===== src/rtl/ex_mem_reg_pkg.sv =====
// Shared CPU definitions for the EX/MEM boundary: widths, branch codes and the bubble control word.
package ex_mem_reg_pkg;

    localparam int unsigned DataWDefault = 16;
    localparam int unsigned RegWDefault  = 4;
    localparam int unsigned CountW       = 16;

    typedef enum logic [2:0] {
        BrEq     = 3'd0,
        BrNe     = 3'd1,
        BrGt     = 3'd2,
        BrLt     = 3'd3,
        BrGe     = 3'd4,
        BrLe     = 3'd5,
        BrOvf    = 3'd6,
        BrUncond = 3'd7
    } branch_op_e;

    typedef struct packed {
        logic valid;
        logic reg_write;
        logic mem_to_reg;
        logic mem_read;
        logic mem_write;
        logic saw_branch;
    } ctrl_t;

    localparam ctrl_t CtrlBubble = '0;

endpackage


===== src/rtl/ex_mem_reg_if.sv =====
// EX-to-MEM pipeline bus: EX-side fields and pipeline controls in, MEM/WB-side fields out.
interface ex_mem_reg_if import ex_mem_reg_pkg::*; #(
    parameter int unsigned DATA_W = DataWDefault,
    parameter int unsigned REG_W  = RegWDefault
);
    logic              stall;
    logic              flush;
    logic              exValid;
    logic [DATA_W-1:0] exAluResult;
    logic [DATA_W-1:0] exStoreData;
    logic [REG_W-1:0]  exDstReg;
    logic              exRegWrite;
    logic              exMemToReg;
    logic              exMemRead;
    logic              exMemWrite;
    logic              exSawBranch;
    logic [2:0]        exBranchOp;
    logic              exSetN;
    logic              exSetZ;
    logic              exSetV;
    logic              exN;
    logic              exZ;
    logic              exV;

    logic [DATA_W-1:0] address;
    logic [DATA_W-1:0] writeData;
    logic              memRead;
    logic              memWrite;
    logic              sawBranch;
    logic [2:0]        branchOp;
    logic              N;
    logic              Z;
    logic              V;
    logic [REG_W-1:0]  dstReg;
    logic              regWrite;
    logic              memToReg;
    logic              valid;
    logic [CountW-1:0] instrCount;

    modport master (
        output stall, flush, exValid, exAluResult, exStoreData, exDstReg,
               exRegWrite, exMemToReg, exMemRead, exMemWrite, exSawBranch, exBranchOp,
               exSetN, exSetZ, exSetV, exN, exZ, exV,
        input  address, writeData, memRead, memWrite, sawBranch, branchOp,
               N, Z, V, dstReg, regWrite, memToReg, valid, instrCount
    );

    modport slave (
        input  stall, flush, exValid, exAluResult, exStoreData, exDstReg,
               exRegWrite, exMemToReg, exMemRead, exMemWrite, exSawBranch, exBranchOp,
               exSetN, exSetZ, exSetV, exN, exZ, exV,
        output address, writeData, memRead, memWrite, sawBranch, branchOp,
               N, Z, V, dstReg, regWrite, memToReg, valid, instrCount
    );

endinterface


===== src/rtl/ex_mem_reg_flag_reg.sv =====
// N/Z/V condition-flag register (flag_reg): per-bit load enables, global hold, async reset.
module ex_mem_reg_flag_reg (
    input  logic       clk_i,
    input  logic       rst_i,
    input  logic       hold_i,
    input  logic [2:0] en_i,
    input  logic [2:0] d_i,
    output logic [2:0] q_o
);

    logic [2:0] flags_d, flags_q;

    always_comb begin
        flags_d = flags_q;
        if (!hold_i) begin
            flags_d = (en_i & d_i) | (~en_i & flags_q);
        end
    end

    always_ff @(posedge clk_i or posedge rst_i) begin
        if (rst_i) begin
            flags_q <= '0;
        end else begin
            flags_q <= flags_d;
        end
    end

    assign q_o = flags_q;

endmodule


===== src/rtl/ex_mem_reg.sv =====
// EX/MEM pipeline register with stall/flush, architectural N/Z/V flags and a retired-instruction
// counter. All outputs come straight from flops.
module ex_mem_reg import ex_mem_reg_pkg::*; #(
    parameter int unsigned DATA_W = DataWDefault,
    parameter int unsigned REG_W  = RegWDefault
) (
    input logic         clk,
    input logic         rst,
    ex_mem_reg_if.slave pipe_io
);

    logic              capture;
    ctrl_t             ctrl_d, ctrl_q;
    logic [DATA_W-1:0] address_d, address_q;
    logic [DATA_W-1:0] write_data_d, write_data_q;
    logic [REG_W-1:0]  dst_reg_d, dst_reg_q;
    logic [2:0]        branch_op_d, branch_op_q;
    logic [CountW-1:0] count_d, count_q;
    logic [2:0]        flag_en;
    logic [2:0]        flags_q;

    assign capture = !pipe_io.stall && !pipe_io.flush;

    always_comb begin
        ctrl_d       = ctrl_q;
        address_d    = address_q;
        write_data_d = write_data_q;
        dst_reg_d    = dst_reg_q;
        branch_op_d  = branch_op_q;
        count_d      = count_q;
        if (pipe_io.flush) begin
            ctrl_d       = CtrlBubble;
            address_d    = '0;
            write_data_d = '0;
            dst_reg_d    = '0;
            branch_op_d  = '0;
        end else if (!pipe_io.stall) begin
            // Invalid EX slots still move their data, but their controls collapse to a bubble.
            if (pipe_io.exValid) begin
                ctrl_d = '{valid:      1'b1,
                           reg_write:  pipe_io.exRegWrite,
                           mem_to_reg: pipe_io.exMemToReg,
                           mem_read:   pipe_io.exMemRead,
                           mem_write:  pipe_io.exMemWrite,
                           saw_branch: pipe_io.exSawBranch};
                count_d = count_q + 16'd1;
            end else begin
                ctrl_d = CtrlBubble;
            end
            address_d    = pipe_io.exAluResult;
            write_data_d = pipe_io.exStoreData;
            dst_reg_d    = pipe_io.exDstReg;
            branch_op_d  = pipe_io.exBranchOp;
        end
    end

    always_ff @(posedge clk or posedge rst) begin
        if (rst) begin
            ctrl_q       <= CtrlBubble;
            address_q    <= '0;
            write_data_q <= '0;
            dst_reg_q    <= '0;
            branch_op_q  <= '0;
            count_q      <= '0;
        end else begin
            ctrl_q       <= ctrl_d;
            address_q    <= address_d;
            write_data_q <= write_data_d;
            dst_reg_q    <= dst_reg_d;
            branch_op_q  <= branch_op_d;
            count_q      <= count_d;
        end
    end

    // Branches consume the flags; their set enables must never disturb them.
    assign flag_en = (capture && pipe_io.exValid && !pipe_io.exSawBranch)
                   ? {pipe_io.exSetN, pipe_io.exSetZ, pipe_io.exSetV} : 3'b000;

    ex_mem_reg_flag_reg u_flag_reg (
        .clk_i  (clk),
        .rst_i  (rst),
        .hold_i (!capture),
        .en_i   (flag_en),
        .d_i    ({pipe_io.exN, pipe_io.exZ, pipe_io.exV}),
        .q_o    (flags_q)
    );

    assign pipe_io.address    = address_q;
    assign pipe_io.writeData  = write_data_q;
    assign pipe_io.dstReg     = dst_reg_q;
    assign pipe_io.branchOp   = branch_op_q;
    assign pipe_io.valid      = ctrl_q.valid;
    assign pipe_io.regWrite   = ctrl_q.reg_write;
    assign pipe_io.memToReg   = ctrl_q.mem_to_reg;
    assign pipe_io.memRead    = ctrl_q.mem_read;
    assign pipe_io.memWrite   = ctrl_q.mem_write;
    assign pipe_io.sawBranch  = ctrl_q.saw_branch;
    assign pipe_io.N          = flags_q[2];
    assign pipe_io.Z          = flags_q[1];
    assign pipe_io.V          = flags_q[0];
    assign pipe_io.instrCount = count_q;

endmodule

===== src/flat_wrapper.sv =====
// flat-port wrapper written by rule: the top's interface ports become plain ports
module ex_mem_reg_flat import ex_mem_reg_pkg::*;
#(
    parameter int unsigned DATA_W = DataWDefault,
    parameter int unsigned REG_W  = RegWDefault
)
  (clk, rst, pipe_io_stall, pipe_io_flush, pipe_io_exValid, pipe_io_exAluResult, pipe_io_exStoreData, pipe_io_exDstReg, pipe_io_exRegWrite, pipe_io_exMemToReg, pipe_io_exMemRead, pipe_io_exMemWrite, pipe_io_exSawBranch, pipe_io_exBranchOp, pipe_io_exSetN, pipe_io_exSetZ, pipe_io_exSetV, pipe_io_exN, pipe_io_exZ, pipe_io_exV, pipe_io_address, pipe_io_writeData, pipe_io_memRead, pipe_io_memWrite, pipe_io_sawBranch, pipe_io_branchOp, pipe_io_N, pipe_io_Z, pipe_io_V, pipe_io_dstReg, pipe_io_regWrite, pipe_io_memToReg, pipe_io_valid, pipe_io_instrCount);
  ex_mem_reg_if #(.DATA_W(DATA_W), .REG_W(REG_W)) pipe_io_i ();
  input logic clk;
  input logic rst;
  input wire logic [$bits(pipe_io_i.stall)-1:0] pipe_io_stall;
  input wire logic [$bits(pipe_io_i.flush)-1:0] pipe_io_flush;
  input wire logic [$bits(pipe_io_i.exValid)-1:0] pipe_io_exValid;
  input wire logic [$bits(pipe_io_i.exAluResult)-1:0] pipe_io_exAluResult;
  input wire logic [$bits(pipe_io_i.exStoreData)-1:0] pipe_io_exStoreData;
  input wire logic [$bits(pipe_io_i.exDstReg)-1:0] pipe_io_exDstReg;
  input wire logic [$bits(pipe_io_i.exRegWrite)-1:0] pipe_io_exRegWrite;
  input wire logic [$bits(pipe_io_i.exMemToReg)-1:0] pipe_io_exMemToReg;
  input wire logic [$bits(pipe_io_i.exMemRead)-1:0] pipe_io_exMemRead;
  input wire logic [$bits(pipe_io_i.exMemWrite)-1:0] pipe_io_exMemWrite;
  input wire logic [$bits(pipe_io_i.exSawBranch)-1:0] pipe_io_exSawBranch;
  input wire logic [$bits(pipe_io_i.exBranchOp)-1:0] pipe_io_exBranchOp;
  input wire logic [$bits(pipe_io_i.exSetN)-1:0] pipe_io_exSetN;
  input wire logic [$bits(pipe_io_i.exSetZ)-1:0] pipe_io_exSetZ;
  input wire logic [$bits(pipe_io_i.exSetV)-1:0] pipe_io_exSetV;
  input wire logic [$bits(pipe_io_i.exN)-1:0] pipe_io_exN;
  input wire logic [$bits(pipe_io_i.exZ)-1:0] pipe_io_exZ;
  input wire logic [$bits(pipe_io_i.exV)-1:0] pipe_io_exV;
  output wire logic [$bits(pipe_io_i.address)-1:0] pipe_io_address;
  output wire logic [$bits(pipe_io_i.writeData)-1:0] pipe_io_writeData;
  output wire logic [$bits(pipe_io_i.memRead)-1:0] pipe_io_memRead;
  output wire logic [$bits(pipe_io_i.memWrite)-1:0] pipe_io_memWrite;
  output wire logic [$bits(pipe_io_i.sawBranch)-1:0] pipe_io_sawBranch;
  output wire logic [$bits(pipe_io_i.branchOp)-1:0] pipe_io_branchOp;
  output wire logic [$bits(pipe_io_i.N)-1:0] pipe_io_N;
  output wire logic [$bits(pipe_io_i.Z)-1:0] pipe_io_Z;
  output wire logic [$bits(pipe_io_i.V)-1:0] pipe_io_V;
  output wire logic [$bits(pipe_io_i.dstReg)-1:0] pipe_io_dstReg;
  output wire logic [$bits(pipe_io_i.regWrite)-1:0] pipe_io_regWrite;
  output wire logic [$bits(pipe_io_i.memToReg)-1:0] pipe_io_memToReg;
  output wire logic [$bits(pipe_io_i.valid)-1:0] pipe_io_valid;
  output wire logic [$bits(pipe_io_i.instrCount)-1:0] pipe_io_instrCount;
  assign pipe_io_i.stall = pipe_io_stall;
  assign pipe_io_i.flush = pipe_io_flush;
  assign pipe_io_i.exValid = pipe_io_exValid;
  assign pipe_io_i.exAluResult = pipe_io_exAluResult;
  assign pipe_io_i.exStoreData = pipe_io_exStoreData;
  assign pipe_io_i.exDstReg = pipe_io_exDstReg;
  assign pipe_io_i.exRegWrite = pipe_io_exRegWrite;
  assign pipe_io_i.exMemToReg = pipe_io_exMemToReg;
  assign pipe_io_i.exMemRead = pipe_io_exMemRead;
  assign pipe_io_i.exMemWrite = pipe_io_exMemWrite;
  assign pipe_io_i.exSawBranch = pipe_io_exSawBranch;
  assign pipe_io_i.exBranchOp = pipe_io_exBranchOp;
  assign pipe_io_i.exSetN = pipe_io_exSetN;
  assign pipe_io_i.exSetZ = pipe_io_exSetZ;
  assign pipe_io_i.exSetV = pipe_io_exSetV;
  assign pipe_io_i.exN = pipe_io_exN;
  assign pipe_io_i.exZ = pipe_io_exZ;
  assign pipe_io_i.exV = pipe_io_exV;
  assign pipe_io_address = pipe_io_i.address;
  assign pipe_io_writeData = pipe_io_i.writeData;
  assign pipe_io_memRead = pipe_io_i.memRead;
  assign pipe_io_memWrite = pipe_io_i.memWrite;
  assign pipe_io_sawBranch = pipe_io_i.sawBranch;
  assign pipe_io_branchOp = pipe_io_i.branchOp;
  assign pipe_io_N = pipe_io_i.N;
  assign pipe_io_Z = pipe_io_i.Z;
  assign pipe_io_V = pipe_io_i.V;
  assign pipe_io_dstReg = pipe_io_i.dstReg;
  assign pipe_io_regWrite = pipe_io_i.regWrite;
  assign pipe_io_memToReg = pipe_io_i.memToReg;
  assign pipe_io_valid = pipe_io_i.valid;
  assign pipe_io_instrCount = pipe_io_i.instrCount;
  ex_mem_reg #(.DATA_W(DATA_W), .REG_W(REG_W)) u_core (.clk(clk), .rst(rst), .pipe_io(pipe_io_i));
endmodule

===== config.mk =====
export PLATFORM = sky130hd
export DESIGN_NAME = ex_mem_reg_flat
export DESIGN_NICKNAME = d
export VERILOG_FILES = /design/src/rtl/ex_mem_reg_pkg.sv /design/src/rtl/ex_mem_reg_if.sv /design/src/rtl/ex_mem_reg_flag_reg.sv /design/src/rtl/ex_mem_reg.sv /design/src/flat_wrapper.sv
export SDC_FILE = /design/constraint.sdc
export NUM_CORES = 1
export LEC_CHECK = 0
export ABC_AREA = 1
export CAP_MARGIN = 10
export CELL_PAD_IN_SITES_DETAIL_PLACEMENT = 0
export CELL_PAD_IN_SITES_GLOBAL_PLACEMENT = 1
export CORE_UTILIZATION = 31
export CTS_BUF_LIST = sky130_fd_sc_hd__clkbuf_16
export DETAILED_ROUTE_END_ITERATION = 16
export HOLD_SLACK_MARGIN = 0.06
export PLACE_DENSITY_LB_ADDON = 0.25
export SLEW_MARGIN = 20
export SYNTH_ARGS = -nofsm -noshare
export SYNTH_HDL_FRONTEND = slang
export SYNTH_SLANG_ARGS = --single-unit

===== constraint.sdc =====
create_clock -name clk -period 5.8 [get_ports clk]
set_input_delay 0.87 -clock clk [delete_from_list [all_inputs] [get_ports clk]]
set_output_delay 0.87 -clock clk [all_outputs]
set_load 0.01 [all_outputs]

# Word-level counts from Yosys, hierarchy flattened
# Index checks and enable logic that the tools add are counted.
# totals
reg_bits,64
latchBits,0
ram_bits,0
mem_bits_ro,0
out_inout_bits,64
word_cells,39
memories,0
# classes
n_addsub,1
mul,0
div_mod_pow,0
order_cmp,0
n_eq_ne,1
shifts,0
muxes,12
bitwise,6
reduce_logical,7
# ops
op,n
16-bit two-way mux,4
6-bit two-way mux,3
16-bit by 1-bit adder with 16-bit output (second input constant),1
3-bit two-way mux,3
4-bit two-way mux,2
3-bit AND,2
1-bit logical AND,3
1-bit logical NOT,3
3-bit inverter,1
3-bit bitwise OR,1
3-bit AND reduction,1
2-bit by 1-bit != test with 1-bit output (second input constant),1
1-bit inverter,2

# Logic depth before layout (Yosys ltp)
# depth
ltp_word,8
mapped_depth,8

# By module
# From an unflattened synthesis, not the netlist that was laid out.
# hier_totals
hier_cells,306
hier_area_um2,2747.6
# by_module_without_submodules
module,instances,cells_each,area_per_inst_um2,seq_area_each_um2
ex_mem_reg,1,289,2616.3,1526.5
ex_mem_reg_flag_reg,1,17,131.4,75.1

# Least setup slack after synthesis
# Ideal clock, no wire load.
# synth_path
path_kind,input-to-reg
startpoint,input port pipe_io_stall
endpoint,register u_core.count_q[9] (netlist: u_core.pipe_io.instrCount[9])
setup_ps,117
t_arrival_ps,1593
required_time_ps,5683
path_slack_ps,4090
cell_stages,8
n_path_buf,2
cell_sequence,buf_6 -> inv_2 -> nand3_4 -> inv_2 -> buf_4 -> nand3_1 -> nand2_1 -> nand2_1
# synth_between
elab_chain_cells,2
# synth_lines
item,line_no,text
start: declaration,flat_wrapper.sv:11,input wire logic [$bits(pipe_io_i.stall)-1:0] pipe_io_stall;
1-bit inverter (no line),--,
3-bit AND reduction (no line),--,
end signal: assignment,ex_mem_reg.sv:71,count_q <= count_d;
end: declaration,ex_mem_reg.sv:18,"logic [CountW-1:0] count_d, count_q;"
# Every way passes these cells.
# A chain may end at the register's enable or synchronous reset.

==> summary.md <==
| Metric | Value |
|---|---|
| Adder-cell share of the synthesized area | `0.00450` |
| Layout cells sized above 1 | `0.0536` |
| Drc violations | `0` |
| Clock insertion delay at the later pin of the skew report | `0.31 ns` |
| Buffers on Ports | `118` |
| Crit path max-delay family | `buffers and inverters` |
| IO Pins | `119` |
| Post-synthesis compound-gate area fraction | `0.00720` |
| FP Rows | `34` |
| CTS Hold Bufs | `0` |
| Synthesis-stage register bit count | `64` |
| Status | `complete, no violations` |
| Startpoint types | `input pin` |
| Core ar. | `between 8000 and 9000 µm²` |
| Total Die Area | `between 9000 and 10000 µm²` |
| # diodes | `0` |
| Relative slew slack | `0.426` |
| Yosys warns | `0` |
| Clock sinks | `64` |
| CP Capture Type | `flop` |
| CP Cell Sequence | `buf_2 -> inv_2 -> nand3_4 -> inv_2 -> nand2_1 -> o21ai_1 -> nand2_1` |
| Clock buffer depth | `2` |
| Final Hold Viols | `0` |
| Min-Delay Path Class | `reg -> reg` |
| Grt ovf | `0` |
| Via Count | `~2500` |
| Area Overhead vs Synth | `55.6%` |
| CTS tree | `built` |
| Max cap viols | `0` |
| Fin Clk Skew | `0.00378 ns` |
| Fin worst setup slack | `3.19 ns` |
| Largest net degree at the start of global routing | `85` |
| Drt initial violations | `about 100` |
| Simple-Gate Fraction of Synth Area | `0.329` |
| Final Cycle Share | `0.450` |
| Pre-CTS WS | `2.83 ns` |
| CP Max Fanout | `46` |
| Mux cell area share after synthesis | `0` |
| Initial Util | `0.319` |
| CTS clock-pin slew for the worst setup and hold paths | `0.05 ns` |
| Distinct cells, synth | `22` |
| Largest family of logic cells by synthesized area | `simple AND/OR/NAND/NOR gates` |
| # H-tree levels | `3` |
| Initial antenna violation count | `0` |
| Syn nets | `368` |
| First-pass GRT wire length | `12600 µm` |
| Avg Cell Area, Syn | `8.91 µm²` |
| Leading area contributor after synthesis | `dfrtp_1` |
| Mapped cell area | `2780 µm²` |
| Inserted Clock Buffers | `9` |
| Post-layout net count | `480` |
| Peak VDD IR | `160 µV` |
| TNS Setup | `0 ns` |
| Worst Path Required | `6.00 ns` |
| Register area share after synthesis | `0.576` |
| Vias per inst | `4.68` |
| Vias in the first global route | `~2500` |
| Max Slew Vio Count | `0` |
| Worst path arrival time | `2.81 ns` |
| Dpl hpwl | `5050 µm` |
| Final setup viols | `0` |
| Minimum clock period | `2.61 ns` |
| WL/cell | `14.0 µm` |
| Synth Area in XOR/XNOR | `0.0284` |
| Routed Antenna Nets | `0` |
| CTS root buffer | `clkbuf_16` |
| Slowest-stage cell, CP | `inv_2` |
| GRT Util Overall | `0.167` |
| Power Density | `296 nW/µm²` |
| Critical path buffers and inverters | `3` |
| First-pass DRT Iterations | `4` |
| Gpl congestion | `0.763` |
| Max Clk Rate | `between 0.3 and 0.4 GHz` |
| Area share of the largest cell type after synthesis | `0.576` |
| Static Leak | `2.05 nW` |
| DIE HEIGHT | `96.7 µm` |
| Commonest cells after routing, fill and taps aside | `clkdlybuf4s50_1 (117), nand3_1 (91), nand2_1 (83)` |
| Final WL | `7510 µm` |
| RSZ-0062 raised after global routing | `no` |
| Die Width | `96.7 µm` |
| Setup bufs post-CTS | `0` |
| Slew @ Worst Pin | `about 0.86 ns` |
| Crit path kind | `in -> reg` |
| Post_cts resized | `0` |
| Synth Instances | `312` |
| Commonest non-fill, non-tap cell in the layout | `clkdlybuf4s50_1` |
| Ranking of synthesized cells by area | `dfrtp_1 (58%), nand3_1 (16%), nand2_1 (11%)` |
| Slowest stage delay, CP | `roughly 0.66 ns` |
metal layers:
layer	routed length, µm	GRT usage
met4	92	0.0608
met1	3510	0.227
met2	3540	0.257
met3	363	0.0448
met5	0	0
final timing paths:
kind	start	endpoint	slack, ns	depth (start not counted)
min in group asynchronous	rst	u_core.pipe_io.writeData[4]$_DFFE_PP0P_	1.11	3
max in group asynchronous	rst	u_core.pipe_io.memWrite$_DFFE_PP0P_	4.13	3
worst max-delay path	pipe_io_stall	flop	3.19	7
worst max register to register	u_core.pipe_io.instrCount[0]$_DFFE_PP0P_	u_core.pipe_io.instrCount[12]$_DFFE_PP0P_	4.45	6
worst min register to register	u_core.pipe_io.writeData[9]$_DFFE_PP0P_	u_core.pipe_io.writeData[9]$_DFFE_PP0P_	0.50	2
worst min-delay path	u_core.pipe_io.writeData[9]$_DFFE_PP0P_	u_core.pipe_io.writeData[9]$_DFFE_PP0P_	0.50	2
tightest hold or removal path, stage by stage (launching register included):
cell     delay [ns]
dfrtp_1        0.34
nand3_1        0.07
nand2_1        0.06
per-stage QoR:
step                      cell area [µm²]  total power, mW  hold slack, ns  std cells  utilization
after floorplan                      2780            0.605           0.516        312            -
after global placement               4020            0.741           0.482        521        0.461
after detailed placement             4020            0.741           0.476        521        0.461
after CTS                            4320             1.30           0.499        537        0.496
after global routing                 4320             1.34           0.526        537        0.496
final                                4320             1.28           0.499        537        0.496
registers in the layout, indices dropped and copies added (netlist names), named ones only:
name / count
u_core.pipe_io.writeData: 16
u_core.pipe_io.regWrite: 1
u_core.pipe_io.valid: 1
u_core.pipe_io.memWrite: 1
u_core.pipe_io.memRead: 1
u_core.pipe_io.memToReg: 1
u_core.pipe_io.instrCount: 16
u_core.pipe_io.branchOp: 3
u_core.pipe_io.sawBranch: 1
u_core.pipe_io.address: 16
u_core.pipe_io.dstReg: 4
cells in the mapped netlist:
master and instances:
nand3_1 91, nand2_1 83, dfrtp_1 64, inv_1 14, clkbuf_1 10, nor2_1 9
nand4_1 8, xor2_1 5, buf_2 4, xnor2_1 4, buf_1 3, inv_2 3
o21ai_1 3, nand3b_1 2, nor3_2 2, buf_4 1, buf_6 1, ha_1 1
nand3_4 1, nor2_2 1, nor3_1 1, o21ai_0 1
final cells by class:
type,instances,area (µm²)
fill,833,4400
multi-input combinational,212,1030
clock inverter,7,80.1
clock buffer,9,225
timing repair buffer,120,1190
tap,108,135
inverter,17,63.8
sequential,64,1600
cells by family (layout without fill, tap and decap cells):
| family | Yosys count | in the layout |
|---|---|---|
| adders and majority gates | 1 | 1 |
| DFF | 64 | 64 |
| AOI/OAI and AO/OA | 4 | 4 |
| xor gates and xnor gates | 9 | 9 |
| buffers and inverters | 36 | 153 |
| and+or+nand+nor | 198 | 198 |
report_power, final:
group / leakage [nW] / switching, mW / total, mW / internal (mW)
registers: 0.843 / 0.0378 / 0.523 / 0.485
clock network: 0.161 / 0.179 / 0.547 / 0.369
logic: 1.05 / 0.0918 / 0.210 / 0.119
Note: power is estimated with default switching activity, not from simulation.
